### src/rtl/neuron_mac_sequencer.sv
// neuron_mac_sequencer
//   Sequences one neuron dot product through a shared combinational
//   sign-magnitude multiplier. Input/weight pairs are fetched from two
//   1-cycle-latency RAMs, registered onto the multiplier operands, and the
//   returned products are accumulated in saturating two's complement.
//
// Ports:
//   iClk, iRst          clock (rising edge) and asynchronous active-high reset
//   iStart              start request, only honoured while idle
//   iLen                number of pairs N, captured with iStart
//   iBaseX, iBaseW      vector base addresses, captured with iStart
//   oRdEn               read strobe shared by both RAMs
//   oAddrX, oAddrW      RAM addresses (wrap modulo 2^ADDR_W)
//   iDataX, iDataW      RAM read data, valid the cycle after oRdEn
//   oMulA, oMulB        registered multiplier operands (sign-magnitude)
//   iMulP               multiplier product (bit30 sign, 29:0 magnitude)
//   oBusy               high from the first fetch cycle through the done cycle
//   oDone               single-cycle completion pulse
//   oResult             signed accumulator value
//   oSat                sticky saturation flag for the current run

module neuron_mac_sequencer #(
  parameter int LEN_W  = 10,
  parameter int ADDR_W = 10,
  parameter int ACC_W  = 40
) (
  input  logic              iClk,
  input  logic              iRst,
  input  logic              iStart,
  input  logic [LEN_W-1:0]  iLen,
  input  logic [ADDR_W-1:0] iBaseX,
  input  logic [ADDR_W-1:0] iBaseW,
  output logic              oRdEn,
  output logic [ADDR_W-1:0] oAddrX,
  output logic [ADDR_W-1:0] oAddrW,
  input  logic [15:0]       iDataX,
  input  logic [15:0]       iDataW,
  output logic [15:0]       oMulA,
  output logic [15:0]       oMulB,
  input  logic [30:0]       iMulP,
  output logic              oBusy,
  output logic              oDone,
  output logic [ACC_W-1:0]  oResult,
  output logic              oSat
);

  typedef enum logic [1:0] {
    ST_IDLE,
    ST_FETCH,
    ST_DRAIN,
    ST_DONE
  } state_t;

  localparam logic [ACC_W-1:0] ACC_MAX = {1'b0, {(ACC_W-1){1'b1}}};
  localparam logic [ACC_W-1:0] ACC_MIN = {1'b1, {(ACC_W-1){1'b0}}};

  state_t state_q, state_d;

  logic [LEN_W-1:0]  len_q, len_d;
  logic [ADDR_W-1:0] base_x_q, base_x_d;
  logic [ADDR_W-1:0] base_w_q, base_w_d;
  logic [LEN_W-1:0]  idx_q, idx_d;
  logic              rd_valid_q, rd_valid_d;
  logic              mul_valid_q, mul_valid_d;
  logic [15:0]       mul_a_q, mul_a_d;
  logic [15:0]       mul_b_q, mul_b_d;
  logic [ACC_W-1:0]  acc_q, acc_d;
  logic              sat_q, sat_d;

  logic              start_accept;
  logic              last_issue;
  logic              rd_en;
  logic [ACC_W-1:0]  prod_mag;
  logic [ACC_W-1:0]  prod_val;
  logic [ACC_W:0]    sum_ext;
  logic              sum_ovf;
  logic [ACC_W-1:0]  acc_next;

  assign start_accept = (state_q == ST_IDLE) && iStart;
  assign last_issue   = (state_q == ST_FETCH) && (idx_q == len_q - LEN_W'(1));

  // State register.
  always_ff @(posedge iClk or posedge iRst) begin
    if (iRst) begin
      state_q <= ST_IDLE;
    end else begin
      state_q <= state_d;
    end
  end

  // Next-state logic. DRAIN only waits for the read stage to empty: the
  // operand stage, if still valid, retires on the same edge that enters DONE,
  // so the done cycle already shows the final sum.
  always_comb begin
    state_d = state_q;
    case (state_q)
      ST_IDLE: begin
        if (iStart) begin
          state_d = (iLen != '0) ? ST_FETCH : ST_DONE;
        end
      end
      ST_FETCH: begin
        if (last_issue) begin
          state_d = ST_DRAIN;
        end
      end
      ST_DRAIN: begin
        if (!rd_valid_q) begin
          state_d = ST_DONE;
        end
      end
      ST_DONE: begin
        state_d = ST_IDLE;
      end
      default: begin
        state_d = ST_IDLE;
      end
    endcase
  end

  // Output decode from the state. Addresses are forced to zero outside FETCH
  // so that an asynchronous reset drives every output to zero at once.
  always_comb begin
    rd_en  = (state_q == ST_FETCH);
    oRdEn  = rd_en;
    oAddrX = '0;
    oAddrW = '0;
    if (rd_en) begin
      oAddrX = base_x_q + ADDR_W'(idx_q);
      oAddrW = base_w_q + ADDR_W'(idx_q);
    end
    oBusy  = (state_q != ST_IDLE);
    oDone  = (state_q == ST_DONE);
  end

  // Sign-magnitude product to two's complement, then saturating add. One
  // extra sum bit exposes overflow: when the top two bits differ the true
  // result is out of range, and the top bit tells which bound to clamp to.
  // A negative zero negates to zero, so it adds nothing.
  always_comb begin
    prod_mag = ACC_W'(iMulP[29:0]);
    prod_val = iMulP[30] ? (~prod_mag + ACC_W'(1)) : prod_mag;
    sum_ext  = {acc_q[ACC_W-1], acc_q} + {prod_val[ACC_W-1], prod_val};
    sum_ovf  = sum_ext[ACC_W] ^ sum_ext[ACC_W-1];
    if (sum_ovf) begin
      acc_next = sum_ext[ACC_W] ? ACC_MIN : ACC_MAX;
    end else begin
      acc_next = sum_ext[ACC_W-1:0];
    end
  end

  // Datapath next values: run parameters captured at start, the fetch index,
  // the two pipeline valid bits, operand registers that hold when idle, and
  // the accumulator. A start can only be accepted with the pipeline empty,
  // so the start clear never collides with an accumulate.
  always_comb begin
    len_d       = len_q;
    base_x_d    = base_x_q;
    base_w_d    = base_w_q;
    idx_d       = idx_q;
    mul_a_d     = mul_a_q;
    mul_b_d     = mul_b_q;
    acc_d       = acc_q;
    sat_d       = sat_q;
    rd_valid_d  = rd_en;
    mul_valid_d = rd_valid_q;

    if (rd_en) begin
      idx_d = idx_q + LEN_W'(1);
    end

    if (rd_valid_q) begin
      mul_a_d = iDataX;
      mul_b_d = iDataW;
    end

    if (mul_valid_q) begin
      acc_d = acc_next;
      sat_d = sat_q | sum_ovf;
    end

    if (start_accept) begin
      len_d    = iLen;
      base_x_d = iBaseX;
      base_w_d = iBaseW;
      idx_d    = '0;
      acc_d    = '0;
      sat_d    = 1'b0;
    end
  end

  // Datapath registers.
  always_ff @(posedge iClk or posedge iRst) begin
    if (iRst) begin
      len_q       <= '0;
      base_x_q    <= '0;
      base_w_q    <= '0;
      idx_q       <= '0;
      rd_valid_q  <= 1'b0;
      mul_valid_q <= 1'b0;
      mul_a_q     <= '0;
      mul_b_q     <= '0;
      acc_q       <= '0;
      sat_q       <= 1'b0;
    end else begin
      len_q       <= len_d;
      base_x_q    <= base_x_d;
      base_w_q    <= base_w_d;
      idx_q       <= idx_d;
      rd_valid_q  <= rd_valid_d;
      mul_valid_q <= mul_valid_d;
      mul_a_q     <= mul_a_d;
      mul_b_q     <= mul_b_d;
      acc_q       <= acc_d;
      sat_q       <= sat_d;
    end
  end

  assign oMulA   = mul_a_q;
  assign oMulB   = mul_b_q;
  assign oResult = acc_q;
  assign oSat    = sat_q;

endmodule

### config.mk
export PLATFORM = sky130hd
export DESIGN_NAME = neuron_mac_sequencer
export DESIGN_NICKNAME = d
export VERILOG_FILES = /design/src/rtl/neuron_mac_sequencer.sv
export SDC_FILE = /design/constraint.sdc
export NUM_CORES = 1
export LEC_CHECK = 0
export BUFFER_PORTS_ARGS = -buffer_cell sky130_fd_sc_hd__buf_2
export CORE_MARGIN = 2
export CORE_UTILIZATION = 51
export DETAILED_ROUTE_END_ITERATION = 12
export PLACE_DENSITY_LB_ADDON = 0.08
export SETUP_SLACK_MARGIN = 0.02
export SLEW_MARGIN = 20
export SYNTH_ARGS = -nofsm -noshare
export SYNTH_HDL_FRONTEND = slang
export SYNTH_SLANG_ARGS = --single-unit
export TNS_END_PERCENT = 30
### constraint.sdc
create_clock -name iClk -period 3.29 [get_ports iClk]
set_input_delay 0.4935 -clock iClk [delete_from_list [all_inputs] [get_ports iClk]]
set_output_delay 0.4935 -clock iClk [all_outputs]
set_load 0.01 [all_outputs]
==> results.tsv, run 1 <==
metric	value	unit
status	complete, but fails checks	
failing checks	setup timing	
Synth area leaders	dfrtp_1 (33%), ha_1 (9.9%), nand2_1 (8.3%), xnor2_1 (6.6%), o21ai_0 (4.8%)	
Area growth syn-to-layout	41.41	%
Max IR drop VDD	605.8	µV
Crit path max-delay family	simple AND/OR/NAND/NOR gates	
clk buf depth	2	
Post-Route WL	26070	µm
ANT cells	0	
count leader, synth	nand2_1	
PortBufs	191	
#FFs+latches synth	117	
Post-synth EDFFs	0	
worst setup path class	primary input to register	
Comb pwr share	65.6	%
row count	48	
Yosys warnings	0	
clock-pin slew on the worst setup and hold paths	60	ps
cell area after synthesis	8860	µm²
Synth Instances	1046	
Max Clk Rate	178.8	MHz
Hold WC Path Type	primary input to register	
Slew Viols, Final	0	
Congestion Overflow GR	0	
HPWL Detailed	18960	µm
Distinct cells, synth	63	
CP Max Fanout	7	
async set-reset flop share out of synthesis	100.0	%
Via Count	9039	
CTS H-tree lvls	4	
Cell Int Power	7.506	mW
Die Y-Extent	135.8	µm
Placeable Area	17120	µm²
Psw	5.924	mW
worst path buffer plus inverter count	6	
min-delay src	iBaseW[1]	
DR vias/cell	5.435	
Avg Inst Size Synth	8.470	µm²
worst slack, placed	-2971	ps
clock sinks	117	
ANT nets after route	0	
Initial Util	51.76	%
endpoints failing hold	0	
DIE AREA	18440	µm²
Worst-Margin Slew	679.8	ps
most frequent cells after synthesis	nand2_1 (196), dfrtp_1 (117), o21ai_0 (85)	
Initial DRT Pass Iterations	5	
max_cap viols	0	
Setup crit end kind	register	
ratio of cells with drive above 1 in the final layout	37.55	%
Leakage	6.278	nW
Final nets	1594	
Final Wtd Congestion	0.9082	
Switching Fraction	44.11	%
# DRC	0	
Synth top area share	33.05	%
crit path from	iMulP[6]	
number of global-route vias before repair	8626	
# IOs	192	
CP arrival	5900	ps
Finished Layout Cells	1663	
Critical Path Source Type	primary input	
worst reg2reg startpoint	oResult[0]$_DFFE_PP0P_	
initial antenna violation count	1	
first-pass GRT wire length	41460	µm
routed len/inst	15.68	µm
highest cell delay on the worst timing path	530	ps
initial drt markers	564	
Final min period	5591	ps
clock root buffer	clkbuf_16	
RSZ-0062 raised after global routing	yes	
cts bufs inserted	17	
largest net degree at the start of global routing	118	
worst endpoint required time	3600	ps
GRT Resource Usage Total	28.25	%
clock share of power	14.3	%
final setup fails	42	
worst skew pair latency	430	ps
crit path cell chain	buf_6 > or4_4 > or3_4 > or3_4 > or4_4 > or3_4 > or4_4 > buf_6 > o21ai_4 > xnor2_1 > ha_1 > buf_6 > nand4_1 > nor2_1 > and3_1 > nand4_1 > a21oi_2 > buf_4 > o221ai_4 > xor2_4 > buf_12 > buf_6 > nand3b_1 > a22o_1	
Rel. slew slack	54.63	%
Yosys top cell by area	dfrtp_1	
Final WS setup	-2301	ps
setup_tns	-89340	ps
Pwr per Cell Area	1072	nW/µm²
CTS tree	done	
Clock Skews	10.01	ps
syn nets	1215	
Seq pwr share	20.1	%
crit share post-route	170.0	%
sequential area share after synthesis	33.05	%
placed cells	1612	
most frequent CP cell	buf_6	
crit path max-delay cell type	or4_4	
width of the die	135.8	µm
hold bufs inserted after CTS	0	
most used flip-flop cell after synthesis	dfrtp_1	
power groups by stage:
stage          clock network [mW]  registers [mW]  logic, mW
4_1_cts                      1.94            2.70       8.37
3_3_place_gp                    0            2.68       7.73
5_1_grt                      2.00            2.80       9.66
6_report                     1.91            2.70       8.81
2_1_floorplan                   0            2.79       4.57
3_5_place_dp                    0            2.70       7.87
cells by family (layout without fill, tap and decap cells):
kind of cell | Yosys count | after routing | synth area share (%)
compound gates | 274 | 274 | 19.46
xor+xnor | 95 | 95 | 9.391
fa+ha+maj | 73 | 73 | 10.56
buf+inv | 82 | 474 | 3.516
flops | 117 | 117 | 33.05
mux | 37 | 37 | 4.646
simple gates | 368 | 368 | 19.38
routing by layer:
layer	GRT usage [%]	vias to the layer above	wire length, µm	part of all wire [%]
met4	8.391	2	556	2.1
met2	47.95	251	12610	48
met5	0	-	13	0.050
li1	-	4470	-	-
met3	5.238	50	1335	5.1
met1	36.76	4266	11560	44
cell type report:
cell class | count | area, µm²
inverter | 31 | 120.1
clock inverter | 15 | 178.9
timing repair buffer | 411 | 2680
fill | 1337 | 4588
multi-input combinational | 847 | 5912
tap | 225 | 281.5
clock buffer | 17 | 425.4
sequential | 117 | 2930
per-stage QoR:
stage	power (mW)	hold slack [ps]	utilization, %	area [µm²]
3_5_place_dp	10.57	398.2	67.00	11470
2_1_floorplan	7.357	351.9	-	8932
4_1_cts	13.02	243.3	72.10	12340
3_3_place_gp	10.41	399.7	67.00	11470
6_report	13.43	252.3	73.19	12530
5_1_grt	14.47	250.4	73.19	12530
path summary, 6_finish.rpt:
kind	endpoint	slack, ps	cells past startpoint
worst max register to register	oResult[34]$_DFFE_PP0P_	-50	14
min in group asynchronous	oMulB[12]$_DFFE_PP0P_	260	3
worst min register to register	mul_valid_q$_DFF_PP0_	420	0
worst min-delay path	base_w_q[1]$_DFFE_PP0P_	250	3
max in group asynchronous	idx_q[0]$_DFFE_PP0P_	2550	3
worst max-delay path	oResult[34]$_DFFE_PP0P_	-2300	24
worst reg2reg max path: stages, from the launching register on:
cell and delay (ps):
dfrtp_1 400, ha_1 220, buf_4 140, inv_1 60, fa_1 170, nand2b_1 140, a21o_1 160, nand2_1 80
a2111oi_0 580, o31ai_1 250, a2111oi_0 480, buf_4 190, or3_1 100, nand3b_1 80, a22o_1 190
flip-flops by register name, indices dropped and copies added, names as in the netlist:
signal / flops
oMulA: 16
oMulB: 16
mul_valid_d: 1
len_q: 10
oSat: 1
oResult: 40
state_q: 2
base_w_q: 10
mul_valid_q: 1
base_x_q: 10
idx_q: 10
placed cells by master (no fill, tap or decap), types with 9 or more instances in the layout:
master	count
and2_1	26
or3_1	12
o21ai_1	33
clkbuf_16	17
buf_4	207
o21bai_1	12
inv_1	29
dfrtp_1	115
nand2_1	195
nand2b_1	9
a21oi_1	53
o21ai_0	45
buf_2	190
mux2_2	33
a21o_1	24
xor2_1	27
nand4_1	14
buf_6	12
xnor2_1	67
ha_1	66
nand3_1	17
a21oi_2	15
nor2_1	41
what timing repair did:
item | 4_1_cts | 5_1_grt
pin swaps | 19 | 9
setup buffers | 12 | 6
gates resized for setup | 60 | 40
cloned | 1 | 0
endpoints found under the setup margin | 45 | 45
Power figures use the tool's default switching activity.
==> inputs of run 2 (changes only) <==
--- a/config.mk
+++ b/config.mk
@@ -7,7 +7,7 @@
 export LEC_CHECK = 0
 export BUFFER_PORTS_ARGS = -buffer_cell sky130_fd_sc_hd__buf_2
 export CORE_MARGIN = 2
-export CORE_UTILIZATION = 51
+export CORE_UTILIZATION = 55
 export DETAILED_ROUTE_END_ITERATION = 12
 export PLACE_DENSITY_LB_ADDON = 0.08
 export SETUP_SLACK_MARGIN = 0.02
==> constraint.sdc (replaced) <==
create_clock -name iClk -period 6.5 [get_ports iClk]
set_input_delay 0.975 -clock iClk [delete_from_list [all_inputs] [get_ports iClk]]
set_output_delay 0.975 -clock iClk [all_outputs]
set_load 0.01 [all_outputs]
==> run 2 against run 1 <==
Against the previous run:
- the run now ends clean
- non-clock buffer count fell by 187
- clock skew fell by 0.90 ps
- register-to-register slack improved by 2900 ps
- sequential power fell by 50%
- final area fell by 14%
- clock power fell by 51%
- critical endpoint is now oResult[37]$_DFFE_PP0P_
- largest power group unchanged
==> results.tsv, run 2 (synthesis results as in run 1) <==
metric	value	unit	change
number of global-route vias before repair	7792		-9.7%
final setup fails	0		-100%
Initial DRT Pass Iterations	5		unchanged
Slew Viols, Final	0		unchanged
ratio of cells with drive above 1 in the final layout	24.54	%	-13 points
CP Max Fanout	9		+2
most common cell after layout, fill and taps aside	nand2_1		
CTS H-tree lvls	4		unchanged
ANT cells	0		unchanged
final total power	5.760	mW	-57%
crit path max-delay cell type	or4_4		
# DRC	0		unchanged
DIE AREA	17140	µm²	-7.1%
grt met2 use	45.34	%	-2.6 points
Die Y-Extent	130.9	µm	-3.6%
Min-Delay Path Depth	0		-3
RSZ-0062 raised after global routing	no		
# IOs	192		unchanged
hold path endpoint	mul_valid_q$_DFF_PP0_		
first-pass GRT wire length	37960	µm	-8.5%
worst path buffer plus inverter count	3		-3
max FFs per register	40		unchanged
routed len/inst	15.97	µm	+1.9%
width of the die	130.9	µm	-3.6%
Pwr per Cell Area	533.8	nW/µm²	-50%
cts bufs inserted	17		unchanged
post-CTS setup buffers	0		-12
Final nets	1407		-12%
initial antenna violation count	1		unchanged
worst skew pair latency	420	ps	about the same
highest cell delay on the worst timing path	540	ps	about the same
Congestion Overflow GR	0		unchanged
crit share post-route	94.93	%	
GRT Resource Usage Total	27.91	%	-0.34 points
Rel. slew slack	38.52	%	-16 points
Area growth syn-to-layout	21.79	%	
Worst R2R Path Depth	10		-4
max_cap viols	0		unchanged
met1 usage	38.31	%	+1.6 points
Via Count	8289		-8.3%
Worst-Margin Slew	922.2	ps	+242.5 ps
Post-Route WL	23430	µm	-10%
Hold WC Path Type	register to register		
clock sinks	117		unchanged
Placeable Area	15830	µm²	-7.5%
endpoints failing hold	0		unchanged
Max Clk Rate	162.1	MHz	
status	completed		
Critical Path Source Type	primary input		
Final Wtd Congestion	0.9068		-0.15%
Initial Util	55.98	%	+4.2 points
R2R Path End	oResult[37]$_DFFE_PP0P_		
clk buf depth	2		unchanged
Hold WS	376.5	ps	+124.3 ps
row count	46		-4.2%
GRT Max-Usage Layer	met2		
Leakage	5.321	nW	-15%
largest net degree at the start of global routing	65		-45%
Fillers	1308		-2.2%
HPWL Detailed	17130	µm	-9.7%
clock root buffer	clkbuf_16		
worst setup path class	primary input to register		
DR vias/cell	5.650		+4.0%
Setup crit end kind	register		
post-route cell area	10790	µm²	-14%
initial drt markers	587		+4.1%
crit path cell chain	buf_2 > or4_4 > or3_4 > or3_1 > or4_4 > or3_1 > or4_1 > buf_4 > o21ai_1 > xnor2_1 > ha_1 > and4_1 > nor2b_1 > nand3_1 > a21boi_0 > a221oi_2 > o311ai_0 > a31oi_2 > buf_4 > a22oi_1 > o31ai_1		
Post-Place Cell Area	10180	µm²	-11%
Crit path max-delay family	simple AND/OR/NAND/NOR gates		
worst reg2reg startpoint	oResult[1]$_DFFE_PP0P_		
flop-to-flop setup slack	2880	ps	+2930 ps
clock-pin slew on the worst setup and hold paths	60	ps	about the same
CP arrival	6470	ps	+570 ps
most frequent cells in the layout	nand2_1 (196), buf_2 (191), dfrtp_1 (117)		
min-delay src	mul_valid_d$_DFF_PP0_		
Max IR drop VDD	291.1	µV	-52%
PortBufs	191		unchanged
Final min period	6170	ps	
worst endpoint required time	6800	ps	+3200 ps
CTS tree	done		
ANT nets after route	0		unchanged
Clock Skews	9.108	ps	-0.9003 ps
GR Util met3	5.782	%	+0.54 points
-- run 2: changes by cell type in the layout (fill, tap and decap cells not counted), sizes merged --
| cell | previous run | this run |
|---|---|---|
| buf | 411 | 224 |
-- run 2: how the worst max path moves through the flow --
stage | from | end | slack [ps] | depth (start not counted)
floorplan | iMulP[6] | oResult[0]$_DFFE_PP0P_ | 180 | 21
global placement | iMulP[6] | oResult[32]$_DFFE_PP0P_ | -30 | 21
detailed placement | iMulP[6] | oResult[32]$_DFFE_PP0P_ | -130 | 21
CTS | iMulP[6] | oResult[32]$_DFFE_PP0P_ | 280 | 21
global route | iMulP[6] | oResult[6]$_DFFE_PP0P_ | 40 | 21
finish | iMulP[6] | oResult[37]$_DFFE_PP0P_ | 330 | 21
-- run 2: report_power, final --
part	internal [mW]	total (mW)	leakage (nW)	switching [mW]
sequential	1.08	1.36	1.45	0.282
combinational	1.50	3.46	3.59	1.96
clock	0.544	0.938	0.284	0.395
-- run 2: cell type report --
class	count	area (µm²)	area share [%]
multi-input combinational	847	5659	52.45
sequential	117	2928	27.13
timing repair buffer	224	1229	11.39
clock buffer	17	425.4	3.943
tap	216	270.3	2.505
clock inverter	15	160.2	1.484
inverter	31	118.9	1.102
-- run 2: repair_timing --
item                       in CTS  in global routing
hold buffers                    0                  0
setup endpoints to repair       0                 27
gates resized for setup         0                  5
-- run 2: through the flow --
stage	instances	setup TNS (ps)	setup slack (ps)	utilization (%)
4_1_cts	1467	0	280.7	68.03
2_1_floorplan	1046	0	182.6	-
5_1_grt	1467	0	36.45	68.17
3_3_place_gp	1435	-32.06	-30.19	64.33
6_report	1467	0	329.8	68.17
3_5_place_dp	1435	-1220	-130.4	64.33
-- run 2: layer usage --
metal	routed length (µm)	vias up	share of wire, %
met5	13	-	0.055
met4	257	2	1.1
met3	1460	25	6.2
met2	10880	245	46
met1	10820	3921	46
li1	-	4096	-
==> inputs of run 3 (changes only) <==
--- a/config.mk
+++ b/config.mk
@@ -6,11 +6,11 @@
 export NUM_CORES = 1
 export LEC_CHECK = 0
 export BUFFER_PORTS_ARGS = -buffer_cell sky130_fd_sc_hd__buf_2
-export CORE_MARGIN = 2
-export CORE_UTILIZATION = 55
+export CORE_UTILIZATION = 60
 export DETAILED_ROUTE_END_ITERATION = 12
 export PLACE_DENSITY_LB_ADDON = 0.08
 export SETUP_SLACK_MARGIN = 0.02
+export SKIP_LAST_GASP = 1
 export SLEW_MARGIN = 20
 export SYNTH_ARGS = -nofsm -noshare
 export SYNTH_HDL_FRONTEND = slang
==> run 3 against run 2 <==
Against the previous run:
- cell count decreased by 2.5%
- combinational power increased by 3%
- highest routed layer is now met4
- critical path depth decreased by 1
- sequential cell count unchanged
- worst hold slack improved by 110 ps
- via count increased by 1.5%
- critical endpoint is now oResult[12]$_DFFE_PP0P_
- wire length increased by 1.0%
- clock skew increased by 2.7 ps
- global-route usage increased by 3.6 points
- core utilization increased by 6.2 points
==> results.tsv, run 3 (synthesis results as in run 1) <==
metric	value	unit	change
Setup crit end kind	register		
Max Clk Rate	161.9	MHz	about the same
worst setup path class	primary input to register		
routed len/inst	16.54	µm	+3.6%
# IOs	192		unchanged
Via Count	8415		+1.5%
Slew Viols, Final	0		unchanged
Final nets	1404		-0.21%
Placeable Area	14480	µm²	-8.5%
Final Wtd Congestion	0.9316		+2.7%
number of global-route vias before repair	7753		-0.50%
Final min period	6176	ps	+5.521 ps
clock-pin slew on the worst setup and hold paths	60	ps	about the same
endpoints failing hold	0		unchanged
row count	44		-4.3%
status	completed		
Congestion Overflow GR	0		unchanged
max_cap viols	0		unchanged
fin util	74.35	%	+6.2 points
DIE AREA	15260	µm²	-11%
Area growth syn-to-layout	21.51	%	
ANT cells	0		unchanged
most common cell after layout, fill and taps aside	nand2_1		
Max IR drop VDD	339.5	µV	+17%
Post-Place Cell Area	10160	µm²	-0.25%
CTS tree	done		
GRT Resource Usage Total	31.50	%	+3.6 points
clk buf depth	2		unchanged
Final WS setup	324.3	ps	-5.521 ps
# DRC	0		unchanged
RSZ-0062 raised after global routing	no		
HPWL Detailed	17290	µm	+0.95%
clock sinks	117		unchanged
worst slack, placed	-192.8	ps	-62.38 ps
cts bufs inserted	17		unchanged
max FFs per register	40		unchanged
Initial Util	61.19	%	+5.2 points
ANT nets after route	0		unchanged
post_cts resized	0		unchanged
Hold WC Path Type	register to register		
Leakage	5.316	nW	about the same
Critical Path Source Type	primary input		
post-CTS setup buffers	0		unchanged
ratio of cells with drive above 1 in the final layout	24.22	%	-0.32 points
Initial DRT Pass Iterations	7		+2
CP arrival	6490	ps	+20 ps
CTS H-tree lvls	4		unchanged
worst skew pair latency	430	ps	about the same
clock root buffer	clkbuf_16		
final setup fails	0		unchanged
hold bufs inserted after CTS	0		unchanged
post-route cell area	10770	µm²	-0.23%
Die Y-Extent	123.5	µm	-5.7%
Pwr per Cell Area	547.6	nW/µm²	+2.6%
PortBufs	191		unchanged
crit share post-route	95.01	%	about the same
initial drt markers	575		-2.0%
first-pass GRT wire length	37380	µm	-1.5%
CP Max Fanout	15		+6
width of the die	123.5	µm	-5.7%
Rel. slew slack	36.49	%	-2.0 points
Hold WS	490.1	ps	+113.6 ps
initial antenna violation count	1		unchanged
most frequent cells in the layout	nand2_1 (196), buf_2 (191), dfrtp_1 (117)		
largest net degree at the start of global routing	83		+28%
Worst-Margin Slew	952.6	ps	+30.40 ps
DR vias/cell	5.881		+4.1%
Post-Route WL	23680	µm	+1.0%
Clock Skews	11.76	ps	+2.653 ps
worst endpoint required time	6810	ps	about the same
-- run 3: per-layer routing --
metal	wire length, µm	global-route usage, %
met5	0	0
met3	1524	7.149
met1	10740	41.98
met2	10840	50.10
met4	565	11.37
-- run 3: area by class of cell --
cell class / instances / area [µm²]
sequential: 117 / 2928
tap: 184 / 230.2
fill: 1158 / 3714
clock buffer: 17 / 425.4
timing repair buffer: 221 / 1247
multi-input combinational: 847 / 5648
inverter: 31 / 118.9
clock inverter: 14 / 167.7
-- run 3: where the power goes --
group	internal [mW]	total, mW	switching, mW
logic	1.57	3.56	1.99
clock network	0.575	0.963	0.388
registers	1.08	1.38	0.299
total	3.22	5.90	2.67
-- run 3: worst paths after layout --
path / start / end / slack (ps) / cells after the start
min in group asynchronous: iRst / oMulB[14]$_DFFE_PP0P_ / 570 / 2
worst min register to register: base_x_q[8]$_DFFE_PP0P_ / base_x_q[8]$_DFFE_PP0P_ / 490 / 2
max in group asynchronous: iRst / oResult[31]$_DFFE_PP0P_ / 4840 / 3
worst min-delay path: base_x_q[8]$_DFFE_PP0P_ / base_x_q[8]$_DFFE_PP0P_ / 490 / 2
worst max register to register: oResult[1]$_DFFE_PP0P_ / oResult[12]$_DFFE_PP0P_ / 2560 / 12
worst max-delay path: iMulP[6] / oResult[12]$_DFFE_PP0P_ / 320 / 20
-- run 3: stage by stage --
step / cells / total power [mW] / setup TNS [ps]
detailed placement: 1400 / 4.855 / -4868
global route: 1431 / 6.351 / 0
global placement: 1400 / 4.784 / -509.9
CTS: 1431 / 5.866 / 0
floorplan: 1046 / 3.664 / 0
finish: 1431 / 5.896 / 0
-- run 3: critical path, stage by stage --
cell      delay (ps)
buf_2            110
or4_4            530
or3_4            380
or3_1            370
or4_4            450
or3_1            390
or4_4            510
o31a_1           310
ha_1             350
a21oi_1          220
o21ai_0          140
a21oi_1          200
o21ai_0          140
a221oi_1         370
nor2b_2          300
xor2_2           130
buf_12           180
buf_12           140
o21ai_0          210
nand2_1           80
